**config.mk**
```make
export PLATFORM = sky130hd
export DESIGN_NAME = layer_bridge_fifo
export DESIGN_NICKNAME = d
export VERILOG_FILES = /design/src/rtl/cnn_pkg.sv /design/src/rtl/bridge_fifo_mem.sv /design/src/rtl/layer_bridge_fifo.sv
export SDC_FILE = /design/constraint.sdc
export NUM_CORES = 1
export LEC_CHECK = 0
export CORE_MARGIN = 4
export CORE_UTILIZATION = 61
export DETAILED_ROUTE_END_ITERATION = 16
export GPL_TIMING_DRIVEN = 1
export MAX_ROUTING_LAYER = met4
export PLACE_DENSITY_LB_ADDON = 0.25
export SYNTH_ARGS = -nofsm -noshare
export SYNTH_HDL_FRONTEND = slang
export SYNTH_SLANG_ARGS = --single-unit
```
**constraint.sdc**
```tcl
create_clock -name clk -period 10 [get_ports clk]
set_input_delay 3 -clock clk [delete_from_list [all_inputs] [get_ports clk]]
set_output_delay 3 -clock clk [all_outputs]
set_load 0.005 [all_outputs]
```
**src/rtl/cnn_pkg.sv**
```systemverilog
// ============================================================================
// Module   : cnn_pkg
// Brief    : Shared pixel type and default geometry for the CNN layer blocks.
// Revision : 1.0
// ============================================================================
`default_nettype none

package cnn_pkg;

    localparam int DW    = 16;
    localparam int CH    = 4;
    localparam int DEPTH = 16;

    typedef logic signed [DW-1:0] pixel_t;

endpackage : cnn_pkg

`default_nettype wire

```
**src/rtl/bridge_fifo_mem.sv**
```systemverilog
// ============================================================================
// Module   : bridge_fifo_mem
// Brief    : DEPTH x WIDTH storage, one synchronous write port, one async read.
// Revision : 1.0
// ============================================================================
`default_nettype none

module bridge_fifo_mem #(
    parameter int DEPTH = 16,
    parameter int WIDTH = 64,
    parameter int AW    = $clog2(DEPTH)
) (
    input  logic             clk,
    input  logic             i_wr_en,
    input  logic [AW-1:0]    i_wr_addr,
    input  logic [WIDTH-1:0] i_wr_data,
    input  logic [AW-1:0]    i_rd_addr,
    output logic [WIDTH-1:0] o_rd_data
);

    logic [WIDTH-1:0] r_mem [DEPTH];

    // Contents are deliberately not reset; the FIFO's count gates every read.
    always_ff @(posedge clk) begin
        if (i_wr_en) begin
            r_mem[i_wr_addr] <= i_wr_data;
        end
    end

    assign o_rd_data = r_mem[i_rd_addr];

endmodule : bridge_fifo_mem

`default_nettype wire

```
**src/rtl/layer_bridge_fifo.sv**
```systemverilog
// ============================================================================
// Module   : layer_bridge_fifo
// Brief    : Multi-channel inter-layer FIFO with FWFT or registered read,
//            back-pressure flags, occupancy count and sticky error flags.
// Revision : 1.0
// ============================================================================
`default_nettype none

module layer_bridge_fifo
    import cnn_pkg::*;
#(
    parameter int DW       = cnn_pkg::DW,
    parameter int CH       = cnn_pkg::CH,
    parameter int DEPTH    = cnn_pkg::DEPTH,
    parameter int AF_LEVEL = 12,
    parameter bit FWFT     = 1'b1
) (
    input  logic                      clk,
    input  logic                      reset,
    input  logic                      wr_en,
    input  logic signed [DW-1:0]      data_in  [0:CH-1],
    output logic                      full,
    output logic                      almost_full,
    input  logic                      rd_en,
    output logic signed [DW-1:0]      data_out [0:CH-1],
    output logic                      empty,
    output logic                      rd_valid,
    output logic [$clog2(DEPTH):0]    count,
    output logic                      overflow,
    output logic                      underflow,
    input  logic                      clear_err
);

    localparam int c_AW    = $clog2(DEPTH);
    localparam int c_CW    = c_AW + 1;
    localparam int c_WIDTH = CH * DW;

    logic [c_AW-1:0]    r_wr_ptr;
    logic [c_AW-1:0]    r_rd_ptr;
    logic [c_CW-1:0]    r_count;
    logic               r_full;
    logic               r_empty;
    logic               r_af;
    logic               r_ovf;
    logic               r_unf;

    logic               w_wr_acc;
    logic               w_rd_acc;
    logic [c_CW-1:0]    w_count_nxt;
    logic [c_WIDTH-1:0] w_wr_data;
    logic [c_WIDTH-1:0] w_rd_data;
    logic signed [DW-1:0] w_rd_pix [0:CH-1];

    // Acceptance uses only registered flags, so a full FIFO never passes through.
    assign w_wr_acc = wr_en & ~r_full;
    assign w_rd_acc = rd_en & ~r_empty;

    always_comb begin
        w_count_nxt = r_count;
        if (w_wr_acc && !w_rd_acc) begin
            w_count_nxt = r_count + c_CW'(1);
        end else if (w_rd_acc && !w_wr_acc) begin
            w_count_nxt = r_count - c_CW'(1);
        end
    end

    always_ff @(posedge clk) begin
        if (reset) begin
            r_wr_ptr <= '0;
            r_rd_ptr <= '0;
            r_count  <= '0;
            r_full   <= 1'b0;
            r_empty  <= 1'b1;
            r_af     <= 1'b0;
            r_ovf    <= 1'b0;
            r_unf    <= 1'b0;
        end else begin
            if (w_wr_acc) begin
                r_wr_ptr <= r_wr_ptr + c_AW'(1);
            end
            if (w_rd_acc) begin
                r_rd_ptr <= r_rd_ptr + c_AW'(1);
            end
            r_count <= w_count_nxt;
            r_full  <= (w_count_nxt == c_CW'(DEPTH));
            r_empty <= (w_count_nxt == '0);
            r_af    <= (w_count_nxt >= c_CW'(AF_LEVEL));
            // A new error in the same cycle as clear_err keeps the flag set.
            if (wr_en && r_full) begin
                r_ovf <= 1'b1;
            end else if (clear_err) begin
                r_ovf <= 1'b0;
            end
            if (rd_en && r_empty) begin
                r_unf <= 1'b1;
            end else if (clear_err) begin
                r_unf <= 1'b0;
            end
        end
    end

    generate
        for (genvar ch = 0; ch < CH; ch++) begin : g_pack
            assign w_wr_data[ch*DW +: DW] = data_in[ch];
            assign w_rd_pix[ch]           = w_rd_data[ch*DW +: DW];
        end
    endgenerate

    bridge_fifo_mem #(
        .DEPTH (DEPTH),
        .WIDTH (c_WIDTH),
        .AW    (c_AW)
    ) u_mem (
        .clk       (clk),
        .i_wr_en   (w_wr_acc),
        .i_wr_addr (r_wr_ptr),
        .i_wr_data (w_wr_data),
        .i_rd_addr (r_rd_ptr),
        .o_rd_data (w_rd_data)
    );

    generate
        if (FWFT) begin : g_fwft
            logic signed [DW-1:0] r_last [0:CH-1];

            // Remembers the head shown before the FIFO drained so data_out holds.
            always_ff @(posedge clk) begin
                for (int i = 0; i < CH; i++) begin
                    if (reset) begin
                        r_last[i] <= '0;
                    end else if (!r_empty) begin
                        r_last[i] <= w_rd_pix[i];
                    end
                end
            end

            for (genvar ch = 0; ch < CH; ch++) begin : g_out
                assign data_out[ch] = r_empty ? r_last[ch] : w_rd_pix[ch];
            end
            assign rd_valid = ~r_empty;
        end else begin : g_reg
            logic signed [DW-1:0] r_dout [0:CH-1];
            logic                 r_rd_valid;

            always_ff @(posedge clk) begin
                if (reset) begin
                    r_rd_valid <= 1'b0;
                end else begin
                    r_rd_valid <= w_rd_acc;
                end
                for (int i = 0; i < CH; i++) begin
                    if (reset) begin
                        r_dout[i] <= '0;
                    end else if (w_rd_acc) begin
                        r_dout[i] <= w_rd_pix[i];
                    end
                end
            end

            for (genvar ch = 0; ch < CH; ch++) begin : g_out
                assign data_out[ch] = r_dout[ch];
            end
            assign rd_valid = r_rd_valid;
        end
    endgenerate

    assign full        = r_full;
    assign almost_full = r_af;
    assign empty       = r_empty;
    assign count       = r_count;
    assign overflow    = r_ovf;
    assign underflow   = r_unf;

endmodule : layer_bridge_fifo

`default_nettype wire

```
Word-level counts from Yosys, hierarchy flattened --
Memories as Yosys holds them, arrays and structs flattened. A register that Yosys moved wholly into a read port is not among the register bits. Cells that the tools add are included.
Storage, ports and cells: register bits 18, bits in latches 0, RAM bits 1088, bits in read-only memories 0, input port bits 69, output and inout bits 75, word-level logic and storage cells 55, memories 2
Memory list:
- u_mem.r_mem | depth 16, width 64, rd ports 1, clocked after memory_dff 1, wr ports 1, RTL line bridge_fifo_mem.sv:21 | logic [WIDTH-1:0] r_mem [DEPTH];
- g_fwft.r_last | depth 4, width 16, rd ports 4, clocked after memory_dff 0, wr ports 4, RTL line layer_bridge_fifo.sv:124 | logic signed [DW-1:0] r_last [0:CH-1];
Operators by class: add/sub/neg operators 4, $mul 0, div/mod/pow operators 0, magnitude comparators 1, equal/unequal tests 1, shift operators 0, mux-type cells 22, bitwise operators 8, reduce and logical (&&, ||, !) cells 9
Operator list (number):
- 2-to-1 mux 16 bit | 8
- 2-to-1 mux 1 bit | 10
- 2-to-1 mux 5 bit | 2
- adder 4 x 1 -> 4 bit (second input constant) | 2
- 2-to-1 mux 4 bit | 2
- adder 5 x 1 -> 5 bit (second input constant) | 1
- == test 5 bit (second input constant) | 1
- >= comparator 5 x 4 -> 1 bit (second input constant) | 1
- zero test 5 bit | 1
- subtractor 5 x 1 -> 5 bit (second input constant) | 1
- logical AND 1 bit | 4
- bitwise OR 1 bit | 4
- nonzero test 2 bit | 2
- AND 1 bit | 2
- zero test 1 bit | 2
- inverter 1 bit | 2

Longest topological paths before layout --
Gate-level depths: netlist of run 1.
depth in word-level cells 7, depth in mapped cells 7, mapped depth without buffers 6

Cells and area by module --
Synthesis of run 1 repeated with hierarchy kept, for this count alone.
Unflattened totals: cell total of the unflattened synthesis 2018, area total of the unflattened synthesis 42109.1 sq um
Modules (own cells, without submodules):
- bridge_fifo_mem | times used 1, cells each 1583, area an instance 38274.2 sq um, seq. area each 30749.5 sq um
- layer_bridge_fifo | times used 1, cells each 435, area an instance 3834.9 sq um, seq. area each 2282.2 sq um

Worst setup path after synthesis of run 1 --
Ideal clock, no wire load.
path kind input port to flip-flop, from input port wr_en, to memory u_mem.r_mem[3][0], enable pin, arrival 7.815 ns, data required time 9.435 ns, path slack 1.620 ns, stages on the path 4, buffers on the path 1, cell sequence nor2b_1 > buf_2 > nand2_1 > nor3_1
Between the ends: longest elaborated chain between the ends 3
Ends and longest elaborated chain:
- start: declaration | RTL line layer_bridge_fifo.sv:20 | input logic wr_en,
- AND 1 bit | RTL line layer_bridge_fifo.sv:55 | assign w_wr_acc = wr_en & ~r_full;
- 2-to-1 mux 1 bit | RTL line bridge_fifo_mem.sv:25 | if (i_wr_en) begin
- 2-to-1 mux 1 bit (not written as such) | RTL line bridge_fifo_mem.sv:26 | r_mem[i_wr_addr] <= i_wr_data;
- end: declaration | RTL line bridge_fifo_mem.sv:21
No other way between the ends.

==> flow_summary.yaml, run 1 <==
run_status:
  status: "finished clean"
drt:
  drtIter0Drc: 2736
  drc: 0
  vias: 20400
  firstDrtPassIters: 5
  ant_nets: 0
  viasPerCell: 6.55
  routed_wl_mm: 95.0
  routedWlPerCell_um: 30.5
setup_path:
  critical_path_required_ns: 7.00
  crit_family: "buffers and inverters"
  start_kind: "flip-flop"
  path_class: "flip-flop to output port"
  slowest_delay_ns: 0.84
  cp.arrival_ns: 4.19
  slowest_stage: "dfxtp_4"
  crit_fanout: 156
  critPathBufInv: 2
  worstPathCellList: "buf_12 -> mux4_2 -> a22o_1 -> a221oi_2 -> o21ai_1 -> clkdlybuf4s50_1"
  critPathCaptureType: "output port"
synth:
  synth.top_cell.area_share: 0.771
  ys_dominant_reg_cell: "edfxtp_1"
  synth_edf_count: 1088
  synth_area_leader_cell: "edfxtp_1"
  yosys-top-cells-area: "edfxtp_1 77%, mux4_2 14%, a221oi_2 2.3%"
  synth_cell_types: 32
  ys_warn_count: 0
  synth.cell_area_um2: 42400
  synthArstFlopShare: 0
  synth.yosys.seq_area_share: 0.781
  synthCells: 1905
  ys_ff_latch: 1110
  synth_nets: 1981
  syn_area_per_cell_um2: 22.2
die:
  io_pins: 144
  initial_core_util: 0.617
  die_h_um: 272
  row_count: 96
  die_w_um: 272
  core_um2: 68700
  die_area_um2: 73800
global_routing:
  antenna_found_initial: 9
  grt_pass1_wl_mm: 141
  grt_max_degree: 157
  overflow: 0
  grtUsageTotal: 0.270
  grt_pass1_vias: 21000
finish:
  final_nets: 2159
  layout_commonest_cell: "edfxtp_1"
  synthToLayoutAreaGrowth_pct: 13.9
  drive_gt1_frac: 0.244
  fin_cells: 3112
  final_cell_mix: "1,088 x edfxtp_1, 256 x mux4_2, 143 x clkdlybuf4s50_1, 107 x clkbuf_16, 79 x nor2_1"
power:
  clkPwrFrac: 0.369
  pwr-share-seq: 0.506
  power.density_nw_per_um2: 219
  p_sw_frac: 0.230
  p_switching_mw: 2.43
  p_comb_frac: 0.125
  power_leakage_nw: 14.9
  intPower_mw: 8.16
  peakVddDrop_v: 0.000159
timing:
  fmax_mhz: 139
  min_period_ns: 7.19
  setup_viol: 0
  skew_ns: 0.0184
  hold_viol: 0
  tightest_slew_ns: 1.17
  rsz0062_at_grt: "no"
  finalMaxSlewViolations: 0
  timing.final.crit_share: 0.719
  fin_setup_tns_ns: 0
  max-slew-margin-rel: 0.217
cts:
  clockBufferDepth: 3
  htreeDepth: 3
  clk_latency_ns: 0.66
  clk_pin_slew_worst_paths_ns: 0.06
  cts_tree: "yes"
  cts_sinks: 1110
  post_cts_buffers: 0
  cts_resized: 0
  cts_made_buffers: 107
  root_buffer: "clkbuf_16"
  ctsHoldBuffers: 0
placement:
  finalWeightedCongestion: 0.743
  hpwlAfterDp_mm: 45.4
  io_buffers: 143
  dp_cells: 2905
min_path:
  min-delay-path-class: "flip-flop to flip-flop"
run:
  cap_viol_max_count: 0
[synth_stat cells, types with 3 or more instances]
| cell | n |
|---|---|
| a22o_1 | 65 |
| or3_1 | 3 |
| buf_2 | 14 |
| a22oi_1 | 3 |
| buf_4 | 5 |
| xor2_1 | 5 |
| mux4_2 | 256 |
| xnor2_1 | 4 |
| o21ai_0 | 3 |
| clkbuf_1 | 56 |
| and3_1 | 4 |
| nand2_1 | 77 |
| edfxtp_1 | 1088 |
| dfxtp_1 | 22 |
| buf_6 | 15 |
| ha_1 | 7 |
| a221oi_2 | 64 |
| inv_1 | 7 |
| nor3_1 | 6 |
| a21oi_1 | 4 |
| buf_1 | 20 |
| o21ai_1 | 64 |
| nor2b_1 | 4 |
| nand2b_1 | 4 |
| nand4_1 | 3 |
| nor2_1 | 92 |
[state kept, by name (all words and copies together) (netlist names), named ones only]
register / flops
r_rd_ptr: 4
count: 5
empty: 1
full: 1
overflow: 1
almost_full: 1
g_fwft.r_last: 64
r_wr_ptr: 4
underflow: 1
u_mem.r_mem: 1024
[worst min-delay path: stages (launching register included)]
cell and delay [ns]:
dfxtp_1 0.33, a22oi_1 0.06, nor2_1 0.08
[cell families after synthesis]
kind of cell	share of synthesized area
DFF	0.781
muxes	0.136
buffers and inverters	0.0139
adders and majority gates	0.00207
xor gates and xnor gates	0.00186
AOI/OAI and AO/OA	0.0457
and+or+nand+nor	0.0192
[power groups by stage]
stage	clock network [mW]	registers (mW)	logic [mW]
global route	4.18	5.37	1.43
detailed placement	0	5.45	1.33
floorplan	0	5.42	0.811
CTS	3.96	5.36	1.35
global placement	0	5.44	1.31
finish	3.91	5.36	1.33
[per-stage QoR]
step / hold slack, ns / setup WS, ns / util / power (mW) / instance area (µm²)
after CTS: 0.508 / 2.86 / 0.703 / 10.7 / 48300
final: 0.505 / 2.81 / 0.703 / 10.6 / 48300
after detailed placement: 0.492 / 3.28 / 0.653 / 6.78 / 44900
after global placement: 0.474 / 3.32 / 0.653 / 6.76 / 44900
after global routing: 0.549 / 2.74 / 0.703 / 11.0 / 48300
after floorplan: 0.468 / 1.62 / - / 6.23 / 42400
[per-layer routing]
metal | GRT usage | vias up | part of all wire
li1 | - | 8422 | -
met1 | 0.370 | 10800 | 0.39
met2 | 0.427 | 1038 | 0.50
met3 | 0.0561 | 131 | 0.088
met4 | 0.0698 | 0 | 0.022
met5 | - | - | 0
[path summary, 6_finish.rpt]
kind	from	to	slack, ns	depth (start not counted)
setup / recovery	flip-flop	data_out[21]	2.81	6
hold / removal	underflow	underflow	0.51	2
setup reg to reg	full	u_mem.r_mem[4][7]	6.39	4
hold reg to reg	underflow	underflow	0.51	2
[area by class of cell]
class | count | area [µm²]
Antenna cell | 9 | 22.5
Clock buffer | 129 | 2760
Clock inverter | 69 | 632
Fill cell | 4102 | 20400
Inverter | 7 | 26.3
Multi-Input combinational cell | 678 | 8830
Sequential cell | 1110 | 33100
Tap cell | 931 | 1160
Timing Repair Buffer | 179 | 1740
Note: power is estimated with default switching activity, not from simulation.
==> run 2: changes to the inputs <==
--- a/config.mk
+++ b/config.mk
@@ -6,7 +6,7 @@
 export NUM_CORES = 1
 export LEC_CHECK = 0
 export CORE_MARGIN = 4
-export CORE_UTILIZATION = 61
+export CORE_UTILIZATION = 55
 export DETAILED_ROUTE_END_ITERATION = 16
 export GPL_TIMING_DRIVEN = 1
 export MAX_ROUTING_LAYER = met4
==> constraint.sdc (replaced) <==
create_clock -name clk -period 5.8 [get_ports clk]
set_input_delay 1.74 -clock clk [delete_from_list [all_inputs] [get_ports clk]]
set_output_delay 1.74 -clock clk [all_outputs]
set_load 0.005 [all_outputs]
==> run 2 against run 1 <==
Net effect:
- power grew 74%
- final area grew 1.9%
- non-clock buffer count grew 33
- worst hold slack gained 0.0042 ns
- first-iteration DRC count shrank 27%
- clock skew shrank 0.0012 ns
- via count shrank 1.3%
- setup slack lost 2.3 ns
- sequential power grew 72%
- largest cell class unchanged
==> flow_summary.yaml, run 2 (synthesis results as in run 1) <==
finish:
  regMostFlops: "u_mem.r_mem"
  drive_gt1_frac: 0.262
  layout_commonest_cell: "edfxtp_1"
  largest_reg_flops: 1024
  nFillCells: 4921
  synthToLayoutAreaGrowth_pct: 16.1
  multiInputGateArea_um2: 8850
  seq_area_um2: 33100
  final_cell_mix: "1,088 x edfxtp_1, 256 x mux4_2, 143 x clkdlybuf4s50_1, 111 x clkbuf_16, 79 x nor2_1"
  finish.instance_area_um2: 49200
  final_nets: 2193
power:
  power_leakage_nw: 15.2
  peakVddDrop_v: 0.000225
  power.density_nw_per_um2: 375
die:
  die_h_um: 286
  row_count: 101
  core_um2: 76200
  io_pins: 144
  die_area_um2: 81600
  initial_core_util: 0.556
  die_w_um: 286
global_routing:
  grtUsageTotal: 0.235
  grt_max_degree: 65
  antenna_found_initial: 5
  overflow: 0
  grt_pass1_vias: 20900
  grt_pass1_wl_mm: 138
cts:
  cts_tree: "yes"
  clk_latency_ns: 0.65
  clk_pin_slew_worst_paths_ns: 0.06
  cts_resized: 0
  root_buffer: "clkbuf_16"
  htreeDepth: 3
  cts_made_buffers: 108
  cts_sinks: 1110
  ctsHoldBuffers: 0
  post_cts_buffers: 0
  clockBufferDepth: 3
setup_path:
  start_kind: "flip-flop"
  crit_fanout: 41
  worstPathCellList: "buf_12 -> mux4_2 -> a22o_1 -> a221oi_2 -> o21ai_1 -> clkdlybuf4s50_1"
  critical_path_required_ns: 4.06
  path_class: "flip-flop to output port"
  r2r_slack_ns: 3.13
  cp.arrival_ns: 3.57
  critPathCaptureType: "output port"
  reg2regPathDepth: 5
  slowest_stage: "dfxtp_4"
  slowest_delay_ns: 0.68
timing:
  skew_ns: 0.0172
  hold_viol: 0
  hold-worst-slack_ns: 0.509
  tightest_slew_ns: 0.931
  rsz0062_at_grt: "no"
  max-slew-margin-rel: 0.378
  finalMaxSlewViolations: 0
  fin_setup_tns_ns: 0
  fmax_mhz: 188
  min_period_ns: 5.31
  setup_viol: 0
  timing.final.crit_share: 0.916
placement:
  hpwlAfterDp_mm: 48.1
  dpl_cell_area_um2: 45600
  io_buffers: 143
  finalWeightedCongestion: 0.753
min_path:
  min-delay-path-class: "flip-flop to flip-flop"
  whs_path_depth: 2
drt:
  viasPerCell: 6.20
  vias: 20100
  routedWlPerCell_um: 28.0
  ant_nets: 0
  drtIter0Drc: 1985
  routed_wl_mm: 91.0
  drc: 0
  firstDrtPassIters: 5
run:
  cap_viol_max_count: 0
run_status:
  status: "finished clean"
## run 2: critical path: cells and delay by family (launching register included)
kind	cells	cell delay, ns
mux	1	0.56
flops	1	0.68
buf+inv	2	0.84
compound gates	3	0.83
## run 2: final cells by class
class                   instances  share of cell area
clock inverters                79              0.0152
well taps                    1030              0.0262
diodes                          5            0.000254
inverters                       7            0.000534
repair buffers                212              0.0470
multi-input cells             678               0.180
flip-flops and latches       1110               0.673
clock buffers                 125              0.0575
## run 2: final timing paths
check	startpoint	end
hold reg to reg	overflow	overflow
hold / removal	overflow	overflow
setup reg to reg	flip-flop	g_fwft.r_last[1][15]
setup / recovery	flip-flop	data_out[47]
## run 2: routing by layer
| layer | GRT usage | part of all wire | routed length [µm] | vias to the layer above |
|---|---|---|---|---|
| li1 | - | - | - | 8499 |
| met1 | 0.330 | 0.41 | 37600 | 10700 |
| met2 | 0.366 | 0.49 | 44800 | 822 |
| met3 | 0.0438 | 0.078 | 7080 | 111 |
| met4 | 0.0560 | 0.017 | 1510 | 0 |
| met5 | - | 0 | 0 | - |
## run 2: report_power, final
| part | internal (mW) | switching (mW) | total [mW] |
|---|---|---|---|
| sequential | 9.10 | 0.135 | 9.23 |
| clock | 4.08 | 2.87 | 6.95 |
| combinational | 1.16 | 1.12 | 2.28 |
## run 2: stage by stage
step	util	cells	setup slack (ns)	power (mW)
finish	0.646	3246	0.488	18.5
CTS	0.645	3241	0.401	18.6
detailed placement	0.598	3037	1.10	11.7
global placement	0.598	3037	1.13	11.7
global route	0.646	3246	0.250	19.2
floorplan	-	1905	0.397	10.7
